`config.mk`:
```
export PLATFORM = sky130hd
export DESIGN_NAME = dm_arbiter
export DESIGN_NICKNAME = d
export VERILOG_FILES = /design/src/rtl/dm_arbiter.sv
export SDC_FILE = /design/constraint.sdc
export NUM_CORES = 1
export LEC_CHECK = 0
export CAP_MARGIN = 5
export CORE_ASPECT_RATIO = 1.1
export CORE_MARGIN = 10
export CORE_UTILIZATION = 38
export CTS_CLUSTER_DIAMETER = 50
export DETAILED_ROUTE_END_ITERATION = 6
export PLACE_DENSITY = 0.89
export SLEW_MARGIN = 20
export SYNTH_ARGS = -nofsm -noshare
export SYNTH_HDL_FRONTEND = slang
export SYNTH_SLANG_ARGS = --single-unit
```
`constraint.sdc`:
```
create_clock -name CLK -period 2.07 [get_ports CLK]
set_input_delay 0.5175 -clock CLK [delete_from_list [all_inputs] [get_ports CLK]]
set_output_delay 0.5175 -clock CLK [all_outputs]
set_load 0.01 [all_outputs]
```
`src/rtl/dm_arbiter.sv`:
```
// dm_arbiter: two-port arbiter/sequencer for the word-addressed data memory.
//   Port 0 (pipeline MEM stage) and port 1 (loader/debug master) each issue
//   single-word reads/writes over a level REQ / pulsed ACK handshake. One
//   transaction at a time runs IDLE -> ACCESS -> RESP. Read data is registered
//   per port and returned with a one-cycle ACK.
// Ports:
//   CLK, ARB_reset (async, active-low)
//   REQ_p, WE_p, ADDR_p, WDATA_p     requester p inputs (p = 0, 1)
//   ACK_p, ERR_p, RDATA_p            requester p responses
//   BUSY                             high while not IDLE
//   MEM_WE, MEM_A, MEM_WD, MEM_RD    memory side (MEM_RD combinational on MEM_A)
// Configuration:
//   ARB_RR_EN defined   -> round-robin on simultaneous requests
//   ARB_RR_EN undefined -> fixed priority, port 0 wins ties
module dm_arbiter #(
  parameter int unsigned DEPTH_W = 10
) (
  input  logic        CLK,
  input  logic        ARB_reset,
  input  logic        REQ_0,
  input  logic        WE_0,
  input  logic [31:0] ADDR_0,
  input  logic [31:0] WDATA_0,
  output logic        ACK_0,
  output logic        ERR_0,
  output logic [31:0] RDATA_0,
  input  logic        REQ_1,
  input  logic        WE_1,
  input  logic [31:0] ADDR_1,
  input  logic [31:0] WDATA_1,
  output logic        ACK_1,
  output logic        ERR_1,
  output logic [31:0] RDATA_1,
  output logic        BUSY,
  output logic        MEM_WE,
  output logic [31:0] MEM_A,
  output logic [31:0] MEM_WD,
  input  logic [31:0] MEM_RD
);

  localparam int unsigned AW = 32;
  localparam int unsigned DW = 32;

  typedef enum logic [1:0] {IDLE, ACCESS, RESP} state_t;

  state_t        state;
  logic          g;        // granted port of the transaction in flight
  logic          we_q;
  logic          err_q;

  logic          win_c;
  logic          sel_we_c;
  logic [AW-1:0] sel_addr_c;
  logic [DW-1:0] sel_wdata_c;
  logic          sel_err_c;

  // Winner selection: a lone requester always wins.
`ifdef ARB_RR_EN
  logic last_grant;
  // On a tie the port that did not win last time is served.
  assign win_c = REQ_1 & (~REQ_0 | ~last_grant);
`else
  assign win_c = REQ_1 & ~REQ_0;
`endif

  // Mux the winner's request fields and classify misaligned/out-of-range.
  always_comb begin
    sel_we_c    = win_c ? WE_1    : WE_0;
    sel_addr_c  = win_c ? ADDR_1  : ADDR_0;
    sel_wdata_c = win_c ? WDATA_1 : WDATA_0;
    sel_err_c   = (sel_addr_c[1:0] != 2'b00) ||
                  ((sel_addr_c >> (DEPTH_W + 2)) != '0);
  end

  // Sequencer: memory strobes are registered on entry to ACCESS so they are
  // live for exactly that cycle; responses are registered on entry to RESP.
  always_ff @(posedge CLK or negedge ARB_reset) begin
    if (!ARB_reset) begin
      state   <= IDLE;
      g       <= 1'b0;
      we_q    <= 1'b0;
      err_q   <= 1'b0;
      ACK_0   <= 1'b0;
      ERR_0   <= 1'b0;
      RDATA_0 <= '0;
      ACK_1   <= 1'b0;
      ERR_1   <= 1'b0;
      RDATA_1 <= '0;
      BUSY    <= 1'b0;
      MEM_WE  <= 1'b0;
      MEM_A   <= '0;
      MEM_WD  <= '0;
`ifdef ARB_RR_EN
      last_grant <= 1'b1;
`endif
    end else begin
      case (state)
        IDLE: begin
          if (REQ_0 || REQ_1) begin
            state  <= ACCESS;
            BUSY   <= 1'b1;
            g      <= win_c;
            we_q   <= sel_we_c;
            err_q  <= sel_err_c;
            MEM_WE <= sel_we_c & ~sel_err_c;
            MEM_A  <= AW'(sel_addr_c[DEPTH_W+1:2]);
            MEM_WD <= sel_wdata_c;
`ifdef ARB_RR_EN
            last_grant <= win_c;
`endif
          end
        end
        ACCESS: begin
          state  <= RESP;
          MEM_WE <= 1'b0;
          MEM_A  <= '0;
          MEM_WD <= '0;
          // Errored transactions clear the port's read data; clean writes keep it.
          if (g) begin
            ACK_1 <= 1'b1;
            ERR_1 <= err_q;
            if (err_q)      RDATA_1 <= '0;
            else if (!we_q) RDATA_1 <= MEM_RD;
          end else begin
            ACK_0 <= 1'b1;
            ERR_0 <= err_q;
            if (err_q)      RDATA_0 <= '0;
            else if (!we_q) RDATA_0 <= MEM_RD;
          end
        end
        RESP: begin
          state <= IDLE;
          BUSY  <= 1'b0;
          ACK_0 <= 1'b0;
          ERR_0 <= 1'b0;
          ACK_1 <= 1'b0;
          ERR_1 <= 1'b0;
        end
        default: begin
          state <= IDLE;
          BUSY  <= 1'b0;
        end
      endcase
    end
  end

endmodule

```
; ---- Word-level counts from Yosys, hierarchy flattened
; Cells that the tools add are included.
[op_classes]
n_eq_ne = 6
mux = 23
bitwise = 6
n_reduce_logical = 14
[ops]
columns = op, count
row1 = $mux W32, 6
row2 = $pmux W32 S2, 2
row3 = $reduce_bool A32 Y1, 1
row4 = $pmux W1 S2, 6
row5 = $reduce_and A2 Y1, 5
row6 = $mux W1, 7
row7 = $ne A2 B2 Y1 const B, 3
row8 = $reduce_and A3 Y1, 2
row9 = $reduce_bool A2 Y1, 3
row10 = $not A1 Y1, 4
row11 = $pmux W2 S2, 1
row12 = $and A1 B1 Y1, 2
row13 = $eq A2 B1 Y1 const B, 1
row14 = $eq A2 B2 Y1 const B, 1
row15 = $logic_not A2 Y1, 1
row16 = $logic_or A1 B1 Y1, 2
row17 = $mux W2, 1
row18 = $ne A2 B1 Y1 const B, 1
[totals]
register_bits = 139
in_bits = 166
output_inout_bits = 134
elab_cells = 63

; ---- Longest topological paths before layout
[logic_depth]
word_depth = 9
mapped_depth = 9
ltp_nobuf = 5

; ---- Worst setup path after synthesis
; OpenSTA, ideal clock, no wires.
[synth_timing]
kind = input to register
start = input port REQ_0
end = register err_q
setup_time_ps = 125
arrival_ps = 1697
required_ps = 1945
setup_slack_ps = 248
stages = 7
n_path_buf = 2
path_cell_list = buf_4 nand2b_4 buf_6 nor3_1 nand4_1 a221o_1 mux2_2
[synth_via]
elab_chain_cells = 5
elab_cells_between_ends = 8
classes_between = mux: 1 / bitwise: 2 / reduce/logical: 5
[synth_lines]
columns = item, line_no
row1 = start: declaration, 20  ; input logic REQ_0,
row2 = $not A1 Y1, 63  ; assign win_c = REQ_1 & ~REQ_0;
row3 = $and A1 B1 Y1, 63
row4 = $mux W32, 69  ; sel_addr_c = win_c ? ADDR_1 : ADDR_0;
row5 = $reduce_bool A32 Y1 / $reduce_bool A2 Y1 (equally long branches), "72, 71"
row6 = $logic_or A1 B1 Y1, 71  ; sel_err_c = (sel_addr_c[1:0] != 2'b00) ||
row7 = end signal: assignment, 104  ; err_q <= sel_err_c;
row8 = end: declaration, 49  ; logic err_q;
; Several ways; a longest one is shown, not always the timed one.
; A chain may end at the register's enable or synchronous reset.

; ---- Worst setup path in the final report
[layout_timing]
start = register ACK_1
end = output port ACK_1
[layout_lines]
columns = item, line_no
row1 = start: declaration, 31  ; output logic ACK_1,
row2 = start signal: assignment, 86  ; ACK_1 <= 1'b0;
row3 = start signal: assignment, 120  ; ACK_1 <= 1'b1;
row4 = start signal: assignment, 136  ; ACK_1 <= 1'b0;
; No word-level cell between the ends.

==> impl_summary.md <==
Outcome
The run finished with clean final reports.

Worst setup path
The launching element type of the critical path is a flip-flop. The critical path start-end classification is reg -> out. The register-to-register path setup slack is between 0.3 and 0.4 ns. Walking the worst path, the cells encountered are clkdlybuf4s50_1. The cell family contributing the most delay on the critical path is buffers and inverters. Of all nets on the critical path, the largest fanout is 3. STA puts the critical path data arrival time at 1.37 ns. For the worst setup path, the data required time is about 1.6 ns. The worst register-to-register path has a depth of 6. The critical path's slowest cell is sky130_fd_sc_hd__clkdlybuf4s50_1. In this run the critical register-to-register path is captured at RDATA_1[9]. The number of buffer and inverter instances along the worst setup path is 1. The nature of the critical path endpoint is a primary output. On the worst path, the slowest cell contributes a delay of just under 0.6 ns.

The worst flop-to-flop path startpoint is state[1].

Cells and area
Fill cells in the final layout number ~1,000. Summing all flip-flop and latch instances after layout gives 0.002928 mm^2. The antenna cell count is 0. The top cell types in the final layout, fill and taps aside, are sky130_fd_sc_hd__clkdlybuf4s50_1, sky130_fd_sc_hd__o21ai_0, sky130_fd_sc_hd__nand2_1, sky130_fd_sc_hd__dfrtp_1, sky130_fd_sc_hd__nand3_1. The finished cells cover around 0.0087 mm^2. The net count reported at finish is 1,016. The post-layout utilization of the core is 0.6569.

The post-synthesis to final-layout area growth is 68.87%. The most common cell after layout, fill and taps aside is sky130_fd_sc_hd__clkdlybuf4s50_1. The final instance count without filler cells is around 1,000. In the final layout, the multi-input gates occupy 0.001944 mm^2.

Of the cells placed in the final design, the portion with a size suffix greater than 1 is 0.06141.

Route
The detailed router finished its first iteration with between 200 and 250 violations. The average wire per cell in the routed design is 17.87 um. The number of vias per cell is a little under 5. The number of nets still failing antenna checks after routing is 0. The detailed-routing iteration count for the pre-antenna-repair pass is 4. The final route contains about 5,100 vias. The wire length after detailed routing is between 15,000 and 20,000 um. In the routed design, unresolved DRC markers number 0.

Worst hold path
The worst hold path was traced through 2 stages. The endpoint of the worst hold path is RDATA_1[15]. The worst hold path class is reg -> reg. The startpoint identified for the worst hold timing path is RDATA_1[15].

Die
The floorplan has 44 rows. The vertical extent of the die is between 100 and 150 um. The number of top-level pins is 300. In this run the horizontal extent of the chip is 131.1 um. The core footprint is roughly 0.013 mm^2.

The die covers 0.01865 mm^2. The effective utilization at floorplan is 0.3890.

Synthesis
The number of instances in the synthesized netlist is slightly below 600. A synthesized cell averages between 8 and 9 um^2. The total standard cell area after synthesis is about 0.0052 mm^2.

The number of synthesis warnings is 0. The share of the yosys chip area belonging to registers is 0.5673. The flip-flop and latch count after synthesis is approximately 120. The number of unique standard cell types used by synthesis is 27.

Clock tree
After clock tree synthesis, the clock-pin slew on the worst setup and hold paths is roughly 0.05 ns. The clock tree from TritonCTS is done. The buffer levels on the longest clock path is 2. The insertion delay to the later sink of the worst-skew pair is ~0.40 ns.

The count of H-tree levels built during CTS is 4. The tree is rooted in a sky130_fd_sc_hd__clkbuf_16. Clock tree synthesis found a total of 117 sinks. TritonCTS created 17 clock buffers.

Buffers added to address setup during post-CTS repair amount to 0. The number of instances resized during post-cts repair is 0.

STA
The number of slew-limit violations in the final report is 0. Summed over all failing endpoints, the final setup total negative slack is 0 ns. For the pin with the worst max-slew slack, the measured transition is 0.5667 ns.

Setup repair after global routing left no endpoint under its margin. For the final database, setup skew stands at approximately 0.0095 ns. Setup violations remaining at the end of the flow were counted as 0. Timing would allow up to 0.5305 GHz. The headroom to the max-slew limit is 0.6222. Dividing the final minimum period by the clock period gives 0.9106. The worst hold slack is 0.4769 ns.

The total count of hold-check failures in the final report is 0. The routed design could run at a clock period as short as 1.885 ns.

Placement
The number of input and output port buffers inserted is ~280. The weighted congestion reported at the end of routability-driven placement is between 0.8 and 0.9. In this run the cell area measured after placement is approximately 0.0081 mm^2. The total half-perimeter wirelength after legalization and detailed placement is between 10,000 and 15,000 um. The placed cell count is 1,014.

Pwr
The share of total power dissipated in the clock network is 0.335. The switching power is between 3 and 4 mW. Of the total power, registers draw 0.330. The internal power is between 6 and 7 mW. The static leakage is between 3 and 4 nW. The maximum ir drop on the vdd rail is approximately 0.68 mV. The part of the total power dissipated in combinational logic is 0.335. The switching share of power is 0.3177. The power density relative to cell area is 1102 mW/mm^2.

Global routing
The first global-routing pass estimated ~29,000 um of wire. The number of antenna violations at the first check in global routing is 0. The number of global-route vias before repair came to between 5,000 and 6,000.

Across every metal layer, demand over resource in global routing totals 0.1965. After global routing the overflow that remains totals 0. The largest net degree at the start of global routing is 77.

Run
The max capacitance violation total is 0.
## metrics by stage
stage	total power, mW	setup slack, ns
finish	9.609	0.1851
global route	10.15	0.1226
CTS	9.711	0.1509
detailed placement	6.467	-0.1609
global placement	6.388	-0.1049
floorplan	4.668	0.2480
## layout make-up
class	instances	area share
Clock inverter	12	0.02311
Clock buffer	20	0.05125
Timing Repair Buffer	293	0.3376
Sequential cell	117	0.3359
Tap cell	184	0.02641
Multi-Input combinational cell	415	0.2231
Inverter	6	0.002584
## flip-flops by register name, indices dropped and copies added, names as in the netlist
register / cells
ERR_0: 1
MEM_WE: 1
MEM_WD: 32
RDATA_0: 32
ACK_0: 1
g: 1
MEM_A: 10
ERR_1: 1
RDATA_1: 32
BUSY: 1
we_q: 1
state: 2
ACK_1: 1
err_q: 1
## cells by family after synthesis
group                  Yosys count  synth area share
DFF                            117            0.5673
muxes                            1          0.002182
buffers and inverters           75           0.07491
and+or+nand+nor                226            0.1859
AOI/OAI and AO/OA              166            0.1690
other                            1         0.0007266
## cell usage after synthesis
library cell | count | area share
sky130_fd_sc_hd__a21o_1 | 2 | 0.0029
sky130_fd_sc_hd__nor3b_2 | 1 | 0.0024
sky130_fd_sc_hd__nand2b_4 | 1 | 0.0027
sky130_fd_sc_hd__o21ai_1 | 2 | 0.0019
sky130_fd_sc_hd__buf_2 | 9 | 0.0087
sky130_fd_sc_hd__nand2_1 | 134 | 0.097
sky130_fd_sc_hd__clkinv_1 | 1 | 0.00073
sky130_fd_sc_hd__nand3_1 | 43 | 0.042
sky130_fd_sc_hd__nand2b_1 | 3 | 0.0036
sky130_fd_sc_hd__buf_1 | 2 | 0.0015
sky130_fd_sc_hd__inv_1 | 5 | 0.0036
sky130_fd_sc_hd__nor3_1 | 1 | 0.00097
sky130_fd_sc_hd__o31ai_1 | 2 | 0.0029
sky130_fd_sc_hd__nor2_1 | 31 | 0.023
sky130_fd_sc_hd__nor4_1 | 10 | 0.012
sky130_fd_sc_hd__o22ai_1 | 13 | 0.016
sky130_fd_sc_hd__mux2_2 | 1 | 0.0022
sky130_fd_sc_hd__conb_1 | 1 | 0.00073
sky130_fd_sc_hd__a32o_1 | 2 | 0.0039
sky130_fd_sc_hd__dfrtp_1 | 117 | 0.57
sky130_fd_sc_hd__nand4_1 | 2 | 0.0024
sky130_fd_sc_hd__buf_6 | 1 | 0.0022
sky130_fd_sc_hd__buf_4 | 23 | 0.033
sky130_fd_sc_hd__o21ai_0 | 138 | 0.13
sky130_fd_sc_hd__a221o_1 | 1 | 0.0019
sky130_fd_sc_hd__a21oi_1 | 6 | 0.0058
sky130_fd_sc_hd__clkbuf_1 | 34 | 0.025
## repair_timing
action	in CTS	in global routing
setup endpoints to repair	0	0
hold buffers	1	0
hold endpoints to repair	7	0
## power by group through the flow
stage | logic (mW) | clock network, mW | registers (mW)
4_1_cts | 3.27 | 3.26 | 3.18
3_5_place_dp | 3.25 | 0 | 3.21
6_report | 3.22 | 3.21 | 3.17
5_1_grt | 3.55 | 3.35 | 3.24
2_1_floorplan | 1.32 | 0 | 3.34
3_3_place_gp | 3.21 | 0 | 3.18
## routing by layer
metal / GRT usage / routed length, um / share of wire / vias up
li1: - / - / - / 2479
met1: 0.2214 / 7510 / 0.40 / 2349
met2: 0.3269 / 9007 / 0.48 / 273
met3: 0.09145 / 1981 / 0.11 / 15
met4: 0.05865 / 216 / 0.012 / 0
met5: 0 / 0 / 0 / -
## worst max-delay path by stage
stage / start / to / slack, ns / depth (start not counted)
5_1_grt: MEM_WD[29] / MEM_WD[29] / 0.12 / 1
4_1_cts: MEM_WD[29] / MEM_WD[29] / 0.15 / 1
2_1_floorplan: REQ_0 / err_q / 0.25 / 7
3_5_place_dp: REQ_0 / err_q / -0.16 / 6
6_report: ACK_1 / ACK_1 / 0.19 / 1
3_3_place_gp: REQ_0 / err_q / -0.10 / 6
No activity file was read; power rests on OpenSTA's default activity.
